===== src/rtl/branch_resolve_ctrl.sv =====
// Branch resolution controller for BEQ/BNE in the ID stage.
// Detects EX/MEM operand hazards, forwards non-load MEM results, stalls ID
// until both operands are ready, presents registered operands to the external
// equality comparator and turns its equal flag into taken/flush/done pulses.
module branch_resolve_ctrl #(
    parameter int DATA_W   = 16,
    parameter int REG_AW   = 4,
    parameter int MAX_WAIT = 3
) (
    input  logic              clk,
    input  logic              rst_n,
    input  logic              br_valid,
    input  logic              br_ne,
    input  logic [REG_AW-1:0] br_rs,
    input  logic [REG_AW-1:0] br_rt,
    input  logic [DATA_W-1:0] rf_rs_data,
    input  logic [DATA_W-1:0] rf_rt_data,
    input  logic              ex_wr_en,
    input  logic [REG_AW-1:0] ex_wr_addr,
    input  logic              mem_wr_en,
    input  logic [REG_AW-1:0] mem_wr_addr,
    input  logic              mem_is_load,
    input  logic [DATA_W-1:0] mem_wr_data,
    input  logic              cmp_equal,
    input  logic              err_clr,
    output logic [DATA_W-1:0] cmp_a,
    output logic [DATA_W-1:0] cmp_b,
    output logic              stall_id,
    output logic              flush_if,
    output logic              br_taken,
    output logic              br_done,
    output logic              timeout_err
);

    localparam int CNT_W = (MAX_WAIT > 1) ? $clog2(MAX_WAIT) : 1;
    localparam logic [CNT_W-1:0] CNT_LAST = CNT_W'(MAX_WAIT - 1);

    typedef enum logic [1:0] {
        IDLE     = 2'd0,
        HAZ_WAIT = 2'd1,
        EVAL     = 2'd2
    } state_t;

    state_t            state_r;
    logic [REG_AW-1:0] rs_r;
    logic [REG_AW-1:0] rt_r;
    logic              ne_r;
    logic [CNT_W-1:0]  wait_cnt_r;

    logic [REG_AW-1:0] src_rs_s;
    logic [REG_AW-1:0] src_rt_s;
    logic              haz_any_s;
    logic [DATA_W-1:0] opnd_a_s;
    logic [DATA_W-1:0] opnd_b_s;
    logic              taken_s;
    logic              wait_last_s;

    // A source is not ready while an older instruction will write it but
    // cannot forward yet (anything in EX, or a load in MEM); r0 never waits.
    function automatic logic src_hazard(
        input logic [REG_AW-1:0] src,
        input logic              ex_en,
        input logic [REG_AW-1:0] ex_addr,
        input logic              mem_en,
        input logic              mem_ld,
        input logic [REG_AW-1:0] mem_addr
    );
        logic hit;
        hit = 1'b0;
        if (src != {REG_AW{1'b0}}) begin
            hit = (ex_en && (ex_addr == src)) ||
                  (mem_en && mem_ld && (mem_addr == src));
        end else begin
            hit = 1'b0;
        end
        return hit;
    endfunction

    // Operand value: r0 reads as zero, a non-load MEM result wins over the
    // register file, otherwise the register-file read data is used.
    function automatic logic [DATA_W-1:0] src_operand(
        input logic [REG_AW-1:0] src,
        input logic [DATA_W-1:0] rf_data,
        input logic              mem_en,
        input logic              mem_ld,
        input logic [REG_AW-1:0] mem_addr,
        input logic [DATA_W-1:0] mem_data
    );
        logic [DATA_W-1:0] val;
        val = rf_data;
        if (src == {REG_AW{1'b0}}) begin
            val = {DATA_W{1'b0}};
        end else if (mem_en && !mem_ld && (mem_addr == src)) begin
            val = mem_data;
        end else begin
            val = rf_data;
        end
        return val;
    endfunction

    // Hazard and operand evaluation: IDLE looks at the incoming branch,
    // HAZ_WAIT re-checks the registers latched at acceptance.
    always_comb begin
        src_rs_s = rs_r;
        src_rt_s = rt_r;
        if (state_r == IDLE) begin
            src_rs_s = br_rs;
            src_rt_s = br_rt;
        end else begin
            src_rs_s = rs_r;
            src_rt_s = rt_r;
        end
        haz_any_s = src_hazard(src_rs_s, ex_wr_en, ex_wr_addr, mem_wr_en, mem_is_load, mem_wr_addr) ||
                    src_hazard(src_rt_s, ex_wr_en, ex_wr_addr, mem_wr_en, mem_is_load, mem_wr_addr);
        opnd_a_s    = src_operand(src_rs_s, rf_rs_data, mem_wr_en, mem_is_load, mem_wr_addr, mem_wr_data);
        opnd_b_s    = src_operand(src_rt_s, rf_rt_data, mem_wr_en, mem_is_load, mem_wr_addr, mem_wr_data);
        taken_s     = cmp_equal ^ ne_r;
        wait_last_s = (wait_cnt_r == CNT_LAST);
    end

    // ID stall: held from acceptance until the operands are loaded.
    always_comb begin
        stall_id = 1'b0;
        case (state_r)
            IDLE:     stall_id = br_valid;
            HAZ_WAIT: stall_id = 1'b1;
            EVAL:     stall_id = 1'b0;
            default:  stall_id = 1'b0;
        endcase
    end

    // Resolution FSM with registered operands, pulses and sticky timeout flag.
    always_ff @(posedge clk or negedge rst_n) begin
        if (!rst_n) begin
            state_r     <= IDLE;
            rs_r        <= {REG_AW{1'b0}};
            rt_r        <= {REG_AW{1'b0}};
            ne_r        <= 1'b0;
            wait_cnt_r  <= {CNT_W{1'b0}};
            cmp_a       <= {DATA_W{1'b0}};
            cmp_b       <= {DATA_W{1'b0}};
            flush_if    <= 1'b0;
            br_taken    <= 1'b0;
            br_done     <= 1'b0;
            timeout_err <= 1'b0;
        end else begin
            br_done  <= 1'b0;
            br_taken <= 1'b0;
            flush_if <= 1'b0;
            // A timeout set below overrides this clear in the same cycle.
            if (err_clr) begin
                timeout_err <= 1'b0;
            end else begin
                timeout_err <= timeout_err;
            end
            case (state_r)
                IDLE: begin
                    if (br_valid) begin
                        rs_r <= br_rs;
                        rt_r <= br_rt;
                        ne_r <= br_ne;
                        if (!haz_any_s) begin
                            cmp_a   <= opnd_a_s;
                            cmp_b   <= opnd_b_s;
                            state_r <= EVAL;
                        end else begin
                            wait_cnt_r <= {CNT_W{1'b0}};
                            state_r    <= HAZ_WAIT;
                        end
                    end else begin
                        state_r <= IDLE;
                    end
                end
                HAZ_WAIT: begin
                    if (!br_valid) begin
                        state_r <= IDLE;
                    end else if (!haz_any_s) begin
                        cmp_a   <= opnd_a_s;
                        cmp_b   <= opnd_b_s;
                        state_r <= EVAL;
                    end else if (wait_last_s) begin
                        timeout_err <= 1'b1;
                        br_done     <= 1'b1;
                        state_r     <= IDLE;
                    end else begin
                        wait_cnt_r <= wait_cnt_r + {{(CNT_W-1){1'b0}}, 1'b1};
                    end
                end
                EVAL: begin
                    br_taken <= taken_s;
                    flush_if <= taken_s;
                    br_done  <= 1'b1;
                    state_r  <= IDLE;
                end
                default: begin
                    state_r <= IDLE;
                end
            endcase
        end
    end

endmodule


===== config.mk =====
export PLATFORM = sky130hd
export DESIGN_NAME = branch_resolve_ctrl
export DESIGN_NICKNAME = d
export VERILOG_FILES = /design/src/rtl/branch_resolve_ctrl.sv
export SDC_FILE = /design/constraint.sdc
export NUM_CORES = 1
export LEC_CHECK = 0
export BUFFER_PORTS_ARGS = -buffer_cell sky130_fd_sc_hd__buf_2
export CAP_MARGIN = 20
export CORE_MARGIN = 2
export CORE_UTILIZATION = 48
export DETAILED_ROUTE_END_ITERATION = 6
export PLACE_DENSITY = 0.85
export REMOVE_ABC_BUFFERS = 1
export SYNTH_ARGS = -nofsm -noshare
export SYNTH_HDL_FRONTEND = slang
export SYNTH_SLANG_ARGS = --single-unit

===== constraint.sdc =====
create_clock -name clk -period 6.4 [get_ports clk]
set_input_delay 0.32 -clock clk [delete_from_list [all_inputs] [get_ports clk]]
set_output_delay 0.32 -clock clk [all_outputs]
set_load 0.01 [all_outputs]

Word level (Yosys, flattened, before mapping)
Index checks and enable logic that the tools add are counted.
{ "totals": {"ff_bits": 48, "input_bits": 73, "output_inout_bits": 37, "wordCells": 79} }
{ "classes": {"n_addsub": 1, "n_eq_ne": 13, "mux": 31, "bitwise": 2, "reduce_logical": 22} }
{ "op_table": {"columns": ["cell", "count"], "rows": [
  ["$mux 16", 4],
  ["$mux 2", 10],
  ["$eq 4x4->1", 4],
  ["$mux 1", 11],
  ["$ne 2x2->1 const B", 5],
  ["$logic_and 1x1->1", 8],
  ["$logic_not 4->1", 2],
  ["$mux 4", 2],
  ["$pmux 2 s2", 2],
  ["$reduce_bool 4->1", 2],
  ["$reduce_and 6->1", 1],
  ["$eq 2x2->1 const B", 2],
  ["$ne 4x4->1 const B", 1],
  ["$pmux 1 s2", 2],
  ["$logic_or 1x1->1", 3],
  ["$reduce_and 3->1", 1],
  ["$add 2x1->2 const B", 1],
  ["$eq 2x1->1 const B", 1],
  ["$logic_not 2->1", 1],
  ["$reduce_and 2->1", 1],
  ["$reduce_bool 2->1", 1],
  ["$reduce_or 2->1", 1],
  ["$logic_not 1->1", 1],
  ["$not 1->1", 1],
  ["$xor 1x1->1", 1]
]} }

Logic depth before layout (Yosys ltp)
{ "logic_depth": {"depth_word": 10, "depth_mapped": 12, "depth_no_buf": 8} }

Worst setup path before layout
OpenSTA, ideal clock, no wires.
{ "synth_path": {"path_kind": "reg2reg", "startpoint": "reg state_r[0]", "endpoint": "reg cmp_b[4]", "arrival_time_ns": 2.443, "slack_ns": 3.829, "path_stages_with_launch": 11, "cell_sequence": "dfrtp_1 > inv_1 > ha_1 > buf_6 > mux2i_2 > xnor2_1 > nor4_4 > a22oi_2 > o2111ai_4 > buf_6 > mux2_1"} }
{ "synth_via": {"elab_chain_cells": 9} }
{ "synth_rtl": {"columns": ["item", "line_no", "source"], "rows": [
  ["from (decl)", "44", "state_t state_r;"],
  ["from (signal assigned)", "135", "state_r <= IDLE;"],
  ["from (signal assigned)", "165", "state_r <= EVAL;"],
  ["from (signal assigned)", "168", "state_r <= HAZ_WAIT;"],
  ["$logic_not 2->1", "106, 156", null],
  ["$mux 4", "106", "if (state_r == IDLE) begin"],
  ["$eq 4x4->1 (on tied branches)", "71, 72, 93", null],
  ["$logic_and 1x1->1 (on tied branches)", "71, 72", null],
  ["$logic_or 1x1->1", "71", "hit = (ex_en && (ex_addr == src)) ||"],
  ["$mux 1", "70", "if (src != {REG_AW{1'b0}}) begin"],
  ["$logic_or 1x1->1", "113", "haz_any_s = src_hazard(src_rs_s, ex_wr_en, ex_wr_addr, mem_wr_en, mem_is_load, mem_wr_addr) ||"],
  ["$not 1->1 (no line)", null, null],
  ["$reduce_and 3->1 (no line)", null, null],
  ["to (signal assigned)", "141", "cmp_b <= {DATA_W{1'b0}};"],
  ["to (signal assigned)", "164", "cmp_b <= opnd_b_s;"],
  ["to (signal assigned)", "179", "cmp_b <= opnd_b_s;"],
  ["to (decl)", "27", "output logic [DATA_W-1:0] cmp_b,"]
]} }
Several ways; a longest one is shown, not always the timed one.
A chain may end at the register's enable or synchronous reset.

Worst setup path in the final report
{ "layout_path": {"startpoint": "reg state_r[0]", "endpoint": "reg cmp_a[4]"} }
{ "layout_via": {"elab_chain_cells": 9} }
{ "layout_rtl": {"columns": ["item", "line_no", "source"], "rows": [
  ["$logic_not 2->1", "106, 156", null],
  ["$mux 4", "106", null],
  ["$eq 4x4->1 (on tied branches)", "71, 72, 93", null],
  ["$logic_and 1x1->1 (on tied branches)", "71, 72", null],
  ["$logic_or 1x1->1", "71", null],
  ["$mux 1", "70", null],
  ["$logic_or 1x1->1", "113", null],
  ["$not 1->1 (no line)", null, null],
  ["$reduce_and 3->1 (no line)", null, null],
  ["to (signal assigned)", "140", "cmp_a <= {DATA_W{1'b0}};"],
  ["to (signal assigned)", "163", "cmp_a <= opnd_a_s;"],
  ["to (signal assigned)", "178", "cmp_a <= opnd_a_s;"],
  ["to (decl)", "26", "output logic [DATA_W-1:0] cmp_a,"]
]} }
Several ways; a longest one is shown, not always the timed one.

==> impl_metrics.toml <==
[cells_and_area]
area_growth_pct = 22.0
final_cell_area_um2 = 3690
final_cell_mix = "buf_2, dfrtp_1, a21oi_1, nand3_1, mux2_2"
fin_util = 0.613
n_antenna_cell = 0
final_common_cell = "buf_2"
drive_gt1_frac = 0.434
fin_cells = 460
nNetsFinal = 461

[synth]
synth-main-ff-cell = "dfrtp_1"
syn_inst = 286
yosysUniqueCellTypes = 39
synth_seq_cells = 48
synth_edf_count = 0
synth_area_per_cell_um2 = 10.6
syn_area_um2 = 3030
synthArstFlopShare = 1.00
ys_seq_area_frac = 0.397
ys_warn_count = 0

[detailed_routing]
dr.pass1.iters = 5
vias_per_cell = 5.66
post_drt_wl_per_cell_um = 16.6
antenna_left = 0
vias = 2604
wl_um = 7620
drt_iter0_markers = 119
post-route-drc-count = 0

[critical_path]
reg2reg_from = "state_r[0]"
cp_slowest_stage_delay_ps = 810
cp-startpoint = "state_r[0]"
crit_type = "reg2reg"
end_kind = "flip-flop"
cp_max_fo = 18
critical_path.top_delay_family = "simple AND/OR/NAND/NOR gates"
worst-path-buf-inv = 2
startpoint_type = "flip-flop"
worstPathCellList = "inv_1 > ha_1 > mux2i_2 > xnor2_1 > nor4_4 > a22oi_2 > o2111ai_4 > buf_16 > mux2_2"
required_ps = 6590
crit_slowest_cell = "nor4_4"
worstPathArrival_ps = 4180

[global_routing]
grt_pass1_vias = 2545
grtUsageMet1 = 0.290
grt_max_degree = 49
grt_usage = 0.219
met3_usage = 0.0537
grt_pass1_wl_um = 12300
antenna_found_initial = 0
grt_overflow = 0
busiest_layer = "met2"
gr-usage-met2 = 0.362

[flow_run]
maxCapViolations = 0

[sta]
fin_setup_tns_ps = 0
finalSetupViolations = 0
relSlewSlack = 0.362
hold_slack_ps = 259
rsz0062_at_grt = "no"
hold_viol = 0
tightest_slew_ps = 956
fin_crit_sh = 0.623
maxSlewViolCount = 0
timing.fmax_mhz = 251
fin_crit_ps = 3990
fin_worst_skew_ps = 16.1

[placement]
placed_area_um2 = 3510
hpwl_um = 5490
dp.cells = 447
numPortBuffers = 109
gp_congestion = 0.940

[outcome]
status = "finished clean"

[die]
start_util = 0.502
rows = 28
die_w_um = 83.4
io_pins = 110
dieArea_um2 = 6960
die_y_um = 83.4
core-area_um2 = 6030

[worst_hold_path]
hp-class = "in2reg"
hp-start = "br_ne"

[cts]
cts_tree = "built"
clock_latency_ps = 310
cts_buffers = 5
cts_resized = 0
htree_levels = 2
cts.sinks = 48
clkTransAtPathRegs_ps = 90
ctsLongestPathBuffers = 2
clockRootBuffer = "clkbuf_8"

[pwr]
power_leakage_uw = 0.00165
ir_worst_vdd_uv = 237
p_per_area_nw_per_um2 = 372
==> worst paths after layout <==
| check | to | slack [ps] | cells after the start |
|---|---|---|---|
| setup reg to reg | cmp_a[4] | 2410 | 9 |
| hold / removal | ne_r | 260 | 2 |
| min in group asynchronous | ne_r | 510 | 2 |
| max in group asynchronous | wait_cnt_r[0] | 5390 | 3 |
| setup / recovery | cmp_a[4] | 2410 | 9 |
| hold reg to reg | cmp_b[1] | 500 | 1 |
==> worst register-to-register path: stages, from the launching register on <==
cell,delay (ps)
dfrtp_1,400
inv_1,90
ha_1,790
mux2i_2,370
xnor2_1,160
nor4_4,820
a22oi_2,260
o2111ai_4,380
buf_16,250
mux2_2,350
==> where the power goes <==
| part | switching (uW) | leakage, uW | total [uW] | internal (uW) |
|---|---|---|---|---|
| Sequential | 84.6 | 0.000578 | 523 | 439 |
| Combinational | 332 | 0.00103 | 665 | 333 |
| Clock | 110 | 0.0000404 | 187 | 77.6 |
==> synthesized netlist by cell type, types with 3 or more instances <==
cell | instances | area, um2
nor2_1 | 6 | 22.5
o21ai_1 | 20 | 100
nor4_1 | 4 | 25.0
mux2i_1 | 3 | 30.0
xnor2_1 | 14 | 123
nand2_1 | 3 | 11.3
mux2_4 | 9 | 135
mux2_2 | 23 | 259
mux2i_2 | 4 | 55.1
dfrtp_1 | 48 | 1200
clkbuf_1 | 9 | 33.8
ha_1 | 4 | 50.1
a21oi_1 | 33 | 165
o21ai_0 | 13 | 65.1
inv_1 | 5 | 18.8
buf_6 | 6 | 67.6
nor2b_1 | 3 | 18.8
nand3_1 | 33 | 165
buf_2 | 5 | 25.0
mux2_1 | 10 | 113
==> stage by stage <==
stage	power (uW)	setup slack (ps)
finish	1380	2410
global route	1460	2160
CTS	1370	2410
detailed placement	1180	2410
global placement	1160	2560
floorplan	948	2970
==> cell families (layout without fill, tap and decap cells) <==
logic type / count (synthesis) / after routing / synth area share
multiplexers: 51 / 51 / 0.210
buffers and inverters: 28 / 127 / 0.0578
AO/OA/AOI/OAI: 76 / 76 / 0.147
flip-flops: 48 / 48 / 0.397
AND/OR/NAND/NOR: 62 / 62 / 0.117
XOR/XNOR: 17 / 17 / 0.0541
adder cells (fa/ha/maj): 4 / 4 / 0.0165
==> layer usage <==
| metal | routed length (um) | vias up | share of wire |
|---|---|---|---|
| met5 | 0 | - | 0 |
| li1 | - | 1237 | - |
| met3 | 660 | 9 | 0.087 |
| met2 | 3730 | 135 | 0.49 |
| met1 | 3140 | 1223 | 0.41 |
| met4 | 91 | 0 | 0.012 |
==> layout make-up <==
type	count	area, um2
clock buffers	5	68.8
clock inverters	3	23.8
fillers	508	2330
inverters	5	18.8
multi-input cells	210	1650
flip-flops and latches	48	1200
well taps	75	93.8
repair buffers	114	633
==> repair_timing <==
item / CTS / global route
setup buffers: 0 / 0
hold buffers: 0 / 1
hold endpoints to repair: 0 / 19
==> flip-flops by register name, summed over array words and instances (netlist names) <==
signal	count
br_done	1
br_taken	1
cmp_a	16
cmp_b	16
ne_r	1
rs_r	4
rt_r	4
state_r	2
timeout_err	1
wait_cnt_r	2
No activity file was read; power rests on OpenSTA's default activity.
